`src/rtl/i2c_apb_txn_sequencer_if.sv`:
```
// Request, byte-stream and APB-master signals of the I2C transaction sequencer.
// The master modport is the sequencer's view; the slave modport is the requester / APB slave side.
interface i2c_apb_txn_sequencer_if;
  logic       req_valid_i;
  logic       req_ready_o;
  logic [6:0] req_addr_i;
  logic       req_rw_i;
  logic [7:0] req_len_i;
  logic [7:0] req_prescaler_i;

  logic       wdata_valid_i;
  logic [7:0] wdata_i;
  logic       wdata_ready_o;

  logic       rdata_valid_o;
  logic [7:0] rdata_o;
  logic       rdata_ready_i;

  logic       busy_o;
  logic       done_o;
  logic       error_o;

  logic       m_psel_o;
  logic       m_penable_o;
  logic       m_pwrite_o;
  logic [7:0] m_paddr_o;
  logic [7:0] m_pwdata_o;
  logic [7:0] m_prdata_i;
  logic       m_pready_i;

  modport master (
    input  req_valid_i, req_addr_i, req_rw_i, req_len_i, req_prescaler_i,
    input  wdata_valid_i, wdata_i, rdata_ready_i,
    input  m_prdata_i, m_pready_i,
    output req_ready_o, wdata_ready_o, rdata_valid_o, rdata_o,
    output busy_o, done_o, error_o,
    output m_psel_o, m_penable_o, m_pwrite_o, m_paddr_o, m_pwdata_o
  );

  modport slave (
    output req_valid_i, req_addr_i, req_rw_i, req_len_i, req_prescaler_i,
    output wdata_valid_i, wdata_i, rdata_ready_i,
    output m_prdata_i, m_pready_i,
    input  req_ready_o, wdata_ready_o, rdata_valid_o, rdata_o,
    input  busy_o, done_o, error_o,
    input  m_psel_o, m_penable_o, m_pwrite_o, m_paddr_o, m_pwdata_o
  );
endinterface

```
`src/rtl/i2c_apb_txn_sequencer.sv`:
```
// Runs one I2C transaction on i2c_master_top through its APB port; >=3 cycles per APB transfer.
// Backpressure: write bytes wait on wdata_valid_i, reads stall while rdata_valid_o is unaccepted.
module i2c_apb_txn_sequencer #(
  parameter int unsigned FIFO_DEPTH     = 8,
  parameter int unsigned TIMEOUT_POLLS  = 1024,
  parameter logic [7:0]  ADDR_PRESCALER = 8'h00,
  parameter logic [7:0]  ADDR_CMD       = 8'h01,
  parameter logic [7:0]  ADDR_TRANSMIT  = 8'h02,
  parameter logic [7:0]  ADDR_RECEIVE   = 8'h03,
  parameter logic [7:0]  ADDR_ADDR_RW   = 8'h04,
  parameter logic [7:0]  ADDR_STATUS    = 8'h05,
  parameter int unsigned TX_EMPTY_BIT   = 5,
  parameter int unsigned RX_AVAIL_BIT   = 3
) (
  input  logic                     pclk_i,
  input  logic                     preset_i,
  i2c_apb_txn_sequencer_if.master  bus
);

  localparam int unsigned   PW         = $clog2(TIMEOUT_POLLS + 1);
  localparam logic [PW-1:0] POLL_LAST  = PW'(TIMEOUT_POLLS - 1);
  localparam logic [7:0]    MAX_WR_LEN = 8'(FIFO_DEPTH);
  localparam logic [7:0]    CMD_OFF    = 8'h00;
  localparam logic [7:0]    CMD_RUN    = 8'h60;
  localparam logic [7:0]    CMD_IDLE   = 8'h20;

  typedef enum logic [3:0] {
    S_IDLE, S_CFG_RST, S_CFG_PRE, S_CFG_ADR, S_PUSH, S_GO, S_POLL_TX,
    S_POLL_RX, S_RD, S_RD_OUT, S_CLOSE, S_ABORT, S_DONE
  } state_t;

  typedef enum logic [1:0] {PH_IDLE, PH_SETUP, PH_ACCESS} phase_t;

  typedef struct packed {
    logic [6:0] addr;
    logic       rw;
    logic [7:0] len;
    logic [7:0] prescaler;
  } req_t;

  state_t        state_q, state_d;
  phase_t        phase_q;
  req_t          req_q;
  logic [7:0]    paddr_q, pwdata_q, rdata_q, cnt_q;
  logic          pwrite_q, err_q;
  logic [PW-1:0] poll_q;

  logic          xfer_want, xfer_write, xfer_done;
  logic [7:0]    xfer_addr, xfer_data;
  logic          req_take, req_bad, cnt_inc, poll_inc, poll_clr, err_set, rdata_ld;

  assign xfer_done = (phase_q == PH_ACCESS) && bus.m_pready_i;
  assign req_bad   = (bus.req_len_i == 8'd0) ||
                     (!bus.req_rw_i && (bus.req_len_i > MAX_WR_LEN));

  always_ff @(posedge pclk_i or posedge preset_i) begin
    if (preset_i) begin
      state_q <= S_IDLE;
    end else begin
      state_q <= state_d;
    end
  end

  always_comb begin
    state_d    = state_q;
    xfer_want  = 1'b0;
    xfer_write = 1'b1;
    xfer_addr  = ADDR_CMD;
    xfer_data  = 8'h00;
    req_take   = 1'b0;
    cnt_inc    = 1'b0;
    poll_inc   = 1'b0;
    poll_clr   = 1'b0;
    err_set    = 1'b0;
    rdata_ld   = 1'b0;
    case (state_q)
      S_IDLE: begin
        if (bus.req_valid_i) begin
          req_take = 1'b1;
          state_d  = req_bad ? S_DONE : S_CFG_RST;
        end
      end
      S_CFG_RST: begin
        xfer_want = 1'b1;
        xfer_data = CMD_OFF;
        if (xfer_done) state_d = S_CFG_PRE;
      end
      S_CFG_PRE: begin
        xfer_want = 1'b1;
        xfer_addr = ADDR_PRESCALER;
        xfer_data = req_q.prescaler;
        if (xfer_done) state_d = S_CFG_ADR;
      end
      S_CFG_ADR: begin
        xfer_want = 1'b1;
        xfer_addr = ADDR_ADDR_RW;
        xfer_data = {req_q.addr, req_q.rw};
        if (xfer_done) state_d = req_q.rw ? S_GO : S_PUSH;
      end
      S_PUSH: begin
        // A byte transfer only starts once the source has a byte; it is consumed at completion.
        xfer_want = bus.wdata_valid_i;
        xfer_addr = ADDR_TRANSMIT;
        xfer_data = bus.wdata_i;
        if (xfer_done) begin
          cnt_inc = 1'b1;
          if ((cnt_q + 8'd1) == req_q.len) state_d = S_GO;
        end
      end
      S_GO: begin
        xfer_want = 1'b1;
        xfer_data = CMD_RUN;
        if (xfer_done) state_d = req_q.rw ? S_POLL_RX : S_POLL_TX;
      end
      S_POLL_TX, S_POLL_RX: begin
        xfer_want  = 1'b1;
        xfer_write = 1'b0;
        xfer_addr  = ADDR_STATUS;
        if (xfer_done) begin
          if ((state_q == S_POLL_TX) ? bus.m_prdata_i[TX_EMPTY_BIT]
                                     : bus.m_prdata_i[RX_AVAIL_BIT]) begin
            poll_clr = 1'b1;
            state_d  = (state_q == S_POLL_TX) ? S_CLOSE : S_RD;
          end else if (poll_q == POLL_LAST) begin
            poll_clr = 1'b1;
            err_set  = 1'b1;
            state_d  = S_ABORT;
          end else begin
            poll_inc = 1'b1;
          end
        end
      end
      S_RD: begin
        xfer_want  = 1'b1;
        xfer_write = 1'b0;
        xfer_addr  = ADDR_RECEIVE;
        if (xfer_done) begin
          rdata_ld = 1'b1;
          cnt_inc  = 1'b1;
          state_d  = S_RD_OUT;
        end
      end
      S_RD_OUT: begin
        if (bus.rdata_ready_i) state_d = (cnt_q == req_q.len) ? S_CLOSE : S_POLL_RX;
      end
      S_CLOSE: begin
        xfer_want = 1'b1;
        xfer_data = CMD_IDLE;
        if (xfer_done) state_d = S_DONE;
      end
      S_ABORT: begin
        xfer_want = 1'b1;
        xfer_data = CMD_OFF;
        if (xfer_done) state_d = S_DONE;
      end
      S_DONE:  state_d = S_IDLE;
      default: state_d = S_IDLE;
    endcase
  end

  // Entering PH_SETUP only from PH_IDLE guarantees one idle cycle between transfers.
  always_ff @(posedge pclk_i or posedge preset_i) begin
    if (preset_i) begin
      phase_q  <= PH_IDLE;
      paddr_q  <= 8'h00;
      pwdata_q <= 8'h00;
      pwrite_q <= 1'b0;
    end else begin
      case (phase_q)
        PH_IDLE: begin
          if (xfer_want) begin
            phase_q  <= PH_SETUP;
            paddr_q  <= xfer_addr;
            pwdata_q <= xfer_write ? xfer_data : 8'h00;
            pwrite_q <= xfer_write;
          end
        end
        PH_SETUP:  phase_q <= PH_ACCESS;
        PH_ACCESS: if (bus.m_pready_i) phase_q <= PH_IDLE;
        default:   phase_q <= PH_IDLE;
      endcase
    end
  end

  always_ff @(posedge pclk_i or posedge preset_i) begin
    if (preset_i) begin
      req_q   <= '0;
      cnt_q   <= 8'h00;
      poll_q  <= '0;
      err_q   <= 1'b0;
      rdata_q <= 8'h00;
    end else begin
      if (req_take) begin
        req_q  <= '{addr: bus.req_addr_i, rw: bus.req_rw_i,
                    len: bus.req_len_i, prescaler: bus.req_prescaler_i};
        cnt_q  <= 8'h00;
        poll_q <= '0;
        err_q  <= req_bad;
      end else begin
        if (cnt_inc)  cnt_q  <= cnt_q + 8'd1;
        if (poll_clr) poll_q <= '0;
        else if (poll_inc) poll_q <= poll_q + 1'b1;
        if (err_set)  err_q  <= 1'b1;
      end
      if (rdata_ld) rdata_q <= bus.m_prdata_i;
    end
  end

  assign bus.req_ready_o   = (state_q == S_IDLE);
  assign bus.busy_o        = (state_q != S_IDLE);
  assign bus.done_o        = (state_q == S_DONE);
  assign bus.error_o       = (state_q == S_DONE) && err_q;
  assign bus.wdata_ready_o = (state_q == S_PUSH) && xfer_done;
  assign bus.rdata_valid_o = (state_q == S_RD_OUT);
  assign bus.rdata_o       = rdata_q;
  assign bus.m_psel_o      = (phase_q != PH_IDLE);
  assign bus.m_penable_o   = (phase_q == PH_ACCESS);
  assign bus.m_pwrite_o    = pwrite_q;
  assign bus.m_paddr_o     = paddr_q;
  assign bus.m_pwdata_o    = pwdata_q;

endmodule

```
`src/flat_wrapper.sv`:
```
// flat-port wrapper written by rule: the top's interface ports become plain ports
module i2c_apb_txn_sequencer_flat 
#(
  parameter int unsigned FIFO_DEPTH     = 8,
  parameter int unsigned TIMEOUT_POLLS  = 1024,
  parameter logic [7:0]  ADDR_PRESCALER = 8'h00,
  parameter logic [7:0]  ADDR_CMD       = 8'h01,
  parameter logic [7:0]  ADDR_TRANSMIT  = 8'h02,
  parameter logic [7:0]  ADDR_RECEIVE   = 8'h03,
  parameter logic [7:0]  ADDR_ADDR_RW   = 8'h04,
  parameter logic [7:0]  ADDR_STATUS    = 8'h05,
  parameter int unsigned TX_EMPTY_BIT   = 5,
  parameter int unsigned RX_AVAIL_BIT   = 3
)
  (pclk_i, preset_i, bus_req_valid_i, bus_req_addr_i, bus_req_rw_i, bus_req_len_i, bus_req_prescaler_i, bus_wdata_valid_i, bus_wdata_i, bus_rdata_ready_i, bus_m_prdata_i, bus_m_pready_i, bus_req_ready_o, bus_wdata_ready_o, bus_rdata_valid_o, bus_rdata_o, bus_busy_o, bus_done_o, bus_error_o, bus_m_psel_o, bus_m_penable_o, bus_m_pwrite_o, bus_m_paddr_o, bus_m_pwdata_o);
  i2c_apb_txn_sequencer_if bus_i ();
  input  logic pclk_i;
  input  logic preset_i;
  input wire logic [$bits(bus_i.req_valid_i)-1:0] bus_req_valid_i;
  input wire logic [$bits(bus_i.req_addr_i)-1:0] bus_req_addr_i;
  input wire logic [$bits(bus_i.req_rw_i)-1:0] bus_req_rw_i;
  input wire logic [$bits(bus_i.req_len_i)-1:0] bus_req_len_i;
  input wire logic [$bits(bus_i.req_prescaler_i)-1:0] bus_req_prescaler_i;
  input wire logic [$bits(bus_i.wdata_valid_i)-1:0] bus_wdata_valid_i;
  input wire logic [$bits(bus_i.wdata_i)-1:0] bus_wdata_i;
  input wire logic [$bits(bus_i.rdata_ready_i)-1:0] bus_rdata_ready_i;
  input wire logic [$bits(bus_i.m_prdata_i)-1:0] bus_m_prdata_i;
  input wire logic [$bits(bus_i.m_pready_i)-1:0] bus_m_pready_i;
  output wire logic [$bits(bus_i.req_ready_o)-1:0] bus_req_ready_o;
  output wire logic [$bits(bus_i.wdata_ready_o)-1:0] bus_wdata_ready_o;
  output wire logic [$bits(bus_i.rdata_valid_o)-1:0] bus_rdata_valid_o;
  output wire logic [$bits(bus_i.rdata_o)-1:0] bus_rdata_o;
  output wire logic [$bits(bus_i.busy_o)-1:0] bus_busy_o;
  output wire logic [$bits(bus_i.done_o)-1:0] bus_done_o;
  output wire logic [$bits(bus_i.error_o)-1:0] bus_error_o;
  output wire logic [$bits(bus_i.m_psel_o)-1:0] bus_m_psel_o;
  output wire logic [$bits(bus_i.m_penable_o)-1:0] bus_m_penable_o;
  output wire logic [$bits(bus_i.m_pwrite_o)-1:0] bus_m_pwrite_o;
  output wire logic [$bits(bus_i.m_paddr_o)-1:0] bus_m_paddr_o;
  output wire logic [$bits(bus_i.m_pwdata_o)-1:0] bus_m_pwdata_o;
  assign bus_i.req_valid_i = bus_req_valid_i;
  assign bus_i.req_addr_i = bus_req_addr_i;
  assign bus_i.req_rw_i = bus_req_rw_i;
  assign bus_i.req_len_i = bus_req_len_i;
  assign bus_i.req_prescaler_i = bus_req_prescaler_i;
  assign bus_i.wdata_valid_i = bus_wdata_valid_i;
  assign bus_i.wdata_i = bus_wdata_i;
  assign bus_i.rdata_ready_i = bus_rdata_ready_i;
  assign bus_i.m_prdata_i = bus_m_prdata_i;
  assign bus_i.m_pready_i = bus_m_pready_i;
  assign bus_req_ready_o = bus_i.req_ready_o;
  assign bus_wdata_ready_o = bus_i.wdata_ready_o;
  assign bus_rdata_valid_o = bus_i.rdata_valid_o;
  assign bus_rdata_o = bus_i.rdata_o;
  assign bus_busy_o = bus_i.busy_o;
  assign bus_done_o = bus_i.done_o;
  assign bus_error_o = bus_i.error_o;
  assign bus_m_psel_o = bus_i.m_psel_o;
  assign bus_m_penable_o = bus_i.m_penable_o;
  assign bus_m_pwrite_o = bus_i.m_pwrite_o;
  assign bus_m_paddr_o = bus_i.m_paddr_o;
  assign bus_m_pwdata_o = bus_i.m_pwdata_o;
  i2c_apb_txn_sequencer #(.FIFO_DEPTH(FIFO_DEPTH), .TIMEOUT_POLLS(TIMEOUT_POLLS), .ADDR_PRESCALER(ADDR_PRESCALER), .ADDR_CMD(ADDR_CMD), .ADDR_TRANSMIT(ADDR_TRANSMIT), .ADDR_RECEIVE(ADDR_RECEIVE), .ADDR_ADDR_RW(ADDR_ADDR_RW), .ADDR_STATUS(ADDR_STATUS), .TX_EMPTY_BIT(TX_EMPTY_BIT), .RX_AVAIL_BIT(RX_AVAIL_BIT)) u_core (.pclk_i(pclk_i), .preset_i(preset_i), .bus(bus_i));
endmodule
```
`config.mk`:
```
export PLATFORM = sky130hd
export DESIGN_NAME = i2c_apb_txn_sequencer_flat
export DESIGN_NICKNAME = d
export VERILOG_FILES = /design/src/rtl/i2c_apb_txn_sequencer_if.sv /design/src/rtl/i2c_apb_txn_sequencer.sv /design/src/flat_wrapper.sv
export SDC_FILE = /design/constraint.sdc
export NUM_CORES = 1
export LEC_CHECK = 0
export CORE_ASPECT_RATIO = 0.7
export CORE_UTILIZATION = 40
export CTS_CLUSTER_SIZE = 30
export DETAILED_ROUTE_END_ITERATION = 6
export HOLD_SLACK_MARGIN = 0.05
export MAX_ROUTING_LAYER = met4
export PLACE_DENSITY = 0.62
export SLEW_MARGIN = 25
export SYNTH_ARGS = -nofsm -noshare
export SYNTH_HDL_FRONTEND = slang
export SYNTH_SLANG_ARGS = --single-unit
```
`constraint.sdc`:
```
create_clock -name pclk_i -period 3 [get_ports pclk_i]
set_input_delay 0.3 -clock pclk_i [delete_from_list [all_inputs] [get_ports pclk_i]]
set_output_delay 0.3 -clock pclk_i [all_outputs]
set_load 0.005 [all_outputs]
```
======== Word-level counts from Yosys, hierarchy flattened ========
Index checks and enable logic that the tools add are counted.
operators by class
  bitwise gates (word level) .............. 0
  $add $sub $neg .......................... 2
  eq/ne operators ......................... 31
  magnitude comparators ................... 1
  muxes and demuxes ....................... 51
  multipliers ............................. 0
  shifts and indexed selects .............. 0
  div/mod/pow operators ................... 0
  reduce and logical (&&, ||, !) cells .... 22
operators with widths
  kind                                                   number
  two-way mux 4 bit                                      15
  one-hot mux 4 bit (10 select lines)                    1
  one-hot mux 8 bit (5 select lines)                     1
  two-way mux 11 bit                                     3
  two-way mux 8 bit                                      3
  two-way mux 1 bit                                      22
  equality test 4 bit, second input constant             5
  inequality test 2 x 1 -> 1 bit, second input constant  10
  equality test 4 x 3 -> 1 bit, second input constant    4
  equality test 8 bit                                    2
  one-hot mux 3 bit (5 select lines)                     1
  AND reduction 12 bit                                   1
  adder 11 x 1 -> 11 bit, second input constant          1
  equality test 11 x 10 -> 1 bit, second input constant  1
  OR reduction 9 bit                                     1
  adder 8 x 1 -> 8 bit, second input constant            1
  equality test 4 x 2 -> 1 bit, second input constant    2
  > comparator 8 x 4 -> 1 bit, second input constant     1
  zero test 8 bit                                        1
  two-way mux 2 bit                                      3
  inequality test 2 bit, second input constant           3
  one-hot mux 2 bit (3 select lines)                     1
  nonzero test 2 bit                                     3
  OR reduction 2 bit                                     3
  other kinds (14)                                       18
storage, ports and cells
  logic and storage cells ................. 120
  bits in latches ......................... 0
  RAM bits ................................ 0
  bits in read-only memories .............. 0
  flip-flop bits (word level) ............. 75
  bits of input ports ..................... 46
  memories kept ........................... 0

======== Longest topological paths before layout ========
  depth in word-level cells ............... 8
  gate-level depth with buffers ........... 9
  mapped depth without buffers ............ 8

======== Worst setup path after synthesis ========
No wires, ideal clock.
  path type ............................... flip-flop to flip-flop
  start point ............................. register u_core.poll_q[0]
  end point ............................... register u_core.state_q[3]
  slack ................................... 1.021 ns
  data arrival time ....................... 1.854 ns
  library setup time ...................... 0.125 ns
  cell stages (with the launch flop) ...... 8
  cells stage by stage .................... dfrtp_1 > ha_1 > nand4_1 > nor4_2 > o32a_1 > o21ai_1 > a211o_1 > mux2_4
on the way
  longest elaborated chain between the ends .. 3
RTL lines
  item                                             RTL line                      source
  start, declared                                  i2c_apb_txn_sequencer.sv:46   logic [PW-1:0] poll_q;
  start signal, assigned                           i2c_apb_txn_sequencer.sv:202  else if (poll_inc) poll_q <= poll_q + 1'b1;
  equality test 11 x 10 -> 1 bit                   i2c_apb_txn_sequencer.sv:124  end else if (poll_q == POLL_LAST) begin
  inequality test 3 x 1 -> 1 bit (no source line)  -
  AND reduction 12 bit (no source line)            -
  end signal, assigned                             i2c_apb_txn_sequencer.sv:60   state_q <= state_d;
  end, declared                                    i2c_apb_txn_sequencer.sv:41   state_t state_q, state_d;
Every way passes these cells.
A chain may end at the register's enable or synchronous reset.

======== Worst setup path after layout ========
  start point ............................. register u_core.state_q[0]
  end point ............................... output port bus_wdata_ready_o
on the way
  longest elaborated chain between the ends .. 2
RTL lines
  item                          RTL line                      source
  equality test 4 x 3 -> 1 bit  i2c_apb_txn_sequencer.sv:213  assign bus.wdata_ready_o = (state_q == S_PUSH) && xfer_done;
  logical AND 1 bit             i2c_apb_txn_sequencer.sv:213
  end, declared                 flat_wrapper.sv:30            output wire logic [$bits(bus_i.wdata_ready_o)-1:0] bus_wdata_ready_o;
Every way passes these cells.

==> results.tsv <==
stage	metric	value	unit
clock_tree	TritonCTS clock tree	done	
grt	largest net degree at the start of global routing	71	
worst_setup_path	critical path launch point type	flip-flop	
final_layout	most frequent cells in the layout	nand2_1, clkdlybuf4s50_1, dfrtp_1, nor2_1, a21oi_1	
sta	RSZ-0062 raised after global routing	false	
clock_tree	total CTS buffers	9	
grt	vias in the first global route	3118	
clock_tree	# clock sinks	70	
placed_design	placed insts	612	
die	IO Count	79	
synth	Post-synth ARST share	100	%
worst_setup_path	CP Capture Type	primary output	
power_and_ir_drop	pwr/cell area	939	nW/um^2
synth	Syn Area/Cell	8.76	sq um
detailed_routing	DRT Pass-1 Iters	5	
worst_setup_path	CP required	2700	ps
placed_design	I/O Buffers	73	
synth	number of synthesized register bits	70	
synth	register area share after synthesis	46.6	%
synth	Post-synth EDFFs	0	
clock_tree	Reg clk slew, reported paths	60	ps
grt	GRT overflow	0	
die	starting density of the core	41.3	%
final_layout	Final Cell Area	4960	sq um
die	Cell Rows	29	
detailed_routing	final wirelength	9190	um
sta	Sum Neg Setup Slack	0	ps
final_layout	Syn-to-layout area delta	32.1	%
grt	Global Route Usage Sum	20.4	%
worst_setup_path	reg-to-reg critical path endpoint	u_core.state_q[3]$_DFFE_PP0P_	
clock_tree	clock root buffer	clkbuf_16	
power_and_ir_drop	peak supply drop	0.412	mV
detailed_routing	Post-DRT Antenna Nets	0	
final_layout	layout cell share with drive strength beyond 1	8.53	%
final_layout	Nets	547	
power_and_ir_drop	Pleak	2.17	nW
placed_design	area post-placement	4600	sq um
synth	synth warn	0	
worst_setup_path	worst path arrival time	2160	ps
die	Die Area	9790	sq um
power_and_ir_drop	Design Power	4.66	mW
synth	main flop type after synthesis	dfrtp_1	
sta	Final Skew	4.86	ps
sta	final worst-path cycle share	82.0	%
power_and_ir_drop	Net Sw Power	1.61	mW
clock_tree	# resized after CTS	0	
clock_tree	Post-CTS Hold Fix Bufs	0	
detailed_routing	via count	3231	
placed_design	Final GP Congestion	0.866	
power_and_ir_drop	Seq pwr share	34.8	%
worst_setup_path	Reg2Reg Depth	8	
placed_design	DP Worst Slack	686	ps
power_and_ir_drop	Logic pwr share	37.6	%
worst_setup_path	RR Startpoint	u_core.state_q[0]$_DFFE_PP0P_	
final_layout	# diodes	0	
placed_design	detailed placement HPWL	6610	um
synth	cell count after synthesis	429	
sta	Final WS setup	539	ps
run	Max Cap Viol	0	
sta	Slew Viols, Final	0	
final_layout	commonest non-fill, non-tap cell in the layout	nand2_1	
sta	FMAX	0.406	GHz
worst_setup_path	Crit Path Max Fanout	17	
detailed_routing	DR iter-0 viols	193	
sta	Final setup viols	0	
hold_path	hold crit path type	input pin to asynchronous set/reset pin	
clock_tree	clock latency on the worst-skew pair	330	ps
sta	post-layout min period	2460	ps
die	Die Span X	118	um
synth	post-synthesis cell type count	56	
clock_tree	clk buf depth	2	
power_and_ir_drop	Clk pwr share	27.6	%
grt	first-pass GRT wire length	15200	um
final_layout	Finished Layout Cells	628	
synth	synthesized cell area	3760	sq um
sta	Worst slew margin	49.1	%
die	DIE HEIGHT	83.1	um
worst_setup_path	critical path type	flip-flop to primary output	
die	Core Footprint	9110	sq um
clock_tree	H-tree lvl count	3	
outcome	status	complete, no violations	
detailed_routing	DRC	0	
detailed_routing	Vias per Instance	5.14	
clock_tree	post-CTS setup buffer count	0	
grt	initial antenna violation count	0	
sta	Final Hold Viols	0	
power_and_ir_drop	Internal	3.05	mW
detailed_routing	WL/cell	14.6	um
worst_setup_path	R2R Setup Slk	670	ps
power_and_ir_drop	sw frac	34.6	%
sta	Least-Margin Pin Slew	758	ps
==> worst max-delay path by stage <==
stage | start | endpoint | depth (start not counted)
3_3_place_gp | u_core.state_q[0]$_DFFE_PP0P_ | u_core.poll_q[9]$_DFFE_PP0P_ | 8
2_1_floorplan | preset_i | u_core.bus.m_paddr_o[0]$_DFFE_PP0P_ | 1
4_1_cts | u_core.state_q[0]$_DFFE_PP0P_ | bus_wdata_ready_o | 4
5_1_grt | u_core.state_q[0]$_DFFE_PP0P_ | bus_wdata_ready_o | 4
3_5_place_dp | u_core.state_q[0]$_DFFE_PP0P_ | u_core.poll_q[4]$_DFFE_PP0P_ | 8
6_report | u_core.state_q[0]$_DFFE_PP0P_ | bus_wdata_ready_o | 4
==> worst max-delay path: stages, from the launching register on <==
cell and delay [ps]:
dfrtp_1 590, nor2_4 250, nand2_1 130, nor3_1 300, clkdlybuf4s50_1 560
==> power by group through the flow <==
stage	registers (mW)	clock network (mW)	logic (mW)
after floorplan	1.49	0	1.21
after global placement	1.62	0	1.74
after detailed placement	1.63	0	1.76
after CTS	1.62	1.32	1.77
after global routing	1.67	1.36	1.94
final	1.62	1.29	1.75
==> routing by layer <==
metal	vias up	share of wire [%]	global-route usage [%]
met3	12	4.9	5.08
met4	0	2.0	7.58
met1	1534	50	27.7
li1	1585	-	-
met2	100	44	29.5
met5	-	0	-
==> cell families (layout without fill, tap and decap cells) <==
kind of cell,Yosys count,in the layout,synth area share (%)
mux,13,13,3.89
xor+xnor,25,25,5.83
simple gates,203,203,24.3
buf+inv,35,106,4.26
fa+ha+maj,2,2,0.666
other cells,1,5,0.0998
compound gates,80,80,14.3
flops,70,70,46.6
==> state kept, by name (all words and copies together), names as in the netlist <==
signal                 count
u_core.req_q              24
u_core.poll_q             11
u_core.bus.m_pwdata_o      8
u_core.bus.rdata_o         8
u_core.cnt_q               8
u_core.state_q             4
u_core.bus.m_paddr_o       3
u_core.phase_q             2
u_core.bus.m_pwrite_o      1
u_core.err_q               1
==> synth_stat cells, drive strengths merged, types with 6 or more instances <==
cell type	n	share of area, %
o21ai	24	3.2
inv	10	1.0
dfrtp	70	47
xor2	10	2.3
nor3	10	1.3
buf	14	2.2
nand3	6	0.93
a22oi	6	1.2
a21oi	20	2.7
xnor2	15	3.5
clkbuf	11	1.1
mux2	10	3.1
nand2	105	10
nor2	44	4.6
==> area by class of cell <==
| class | count | area, sq um |
|---|---|---|
| clock buffers | 10 | 229 |
| clock inverters | 6 | 134 |
| fillers | 821 | 4140 |
| inverters | 10 | 37.5 |
| multi-input cells | 328 | 1860 |
| flip-flops and latches | 70 | 1750 |
| well taps | 124 | 155 |
| repair buffers | 80 | 796 |
==> metrics by stage <==
stage	hold slack (ps)	utilization, %
after floorplan	405	-
after global placement	459	50.5
after detailed placement	463	50.5
after CTS	381	54.5
after global routing	424	54.5
final	357	54.5
No activity file was read; power rests on OpenSTA's default activity.
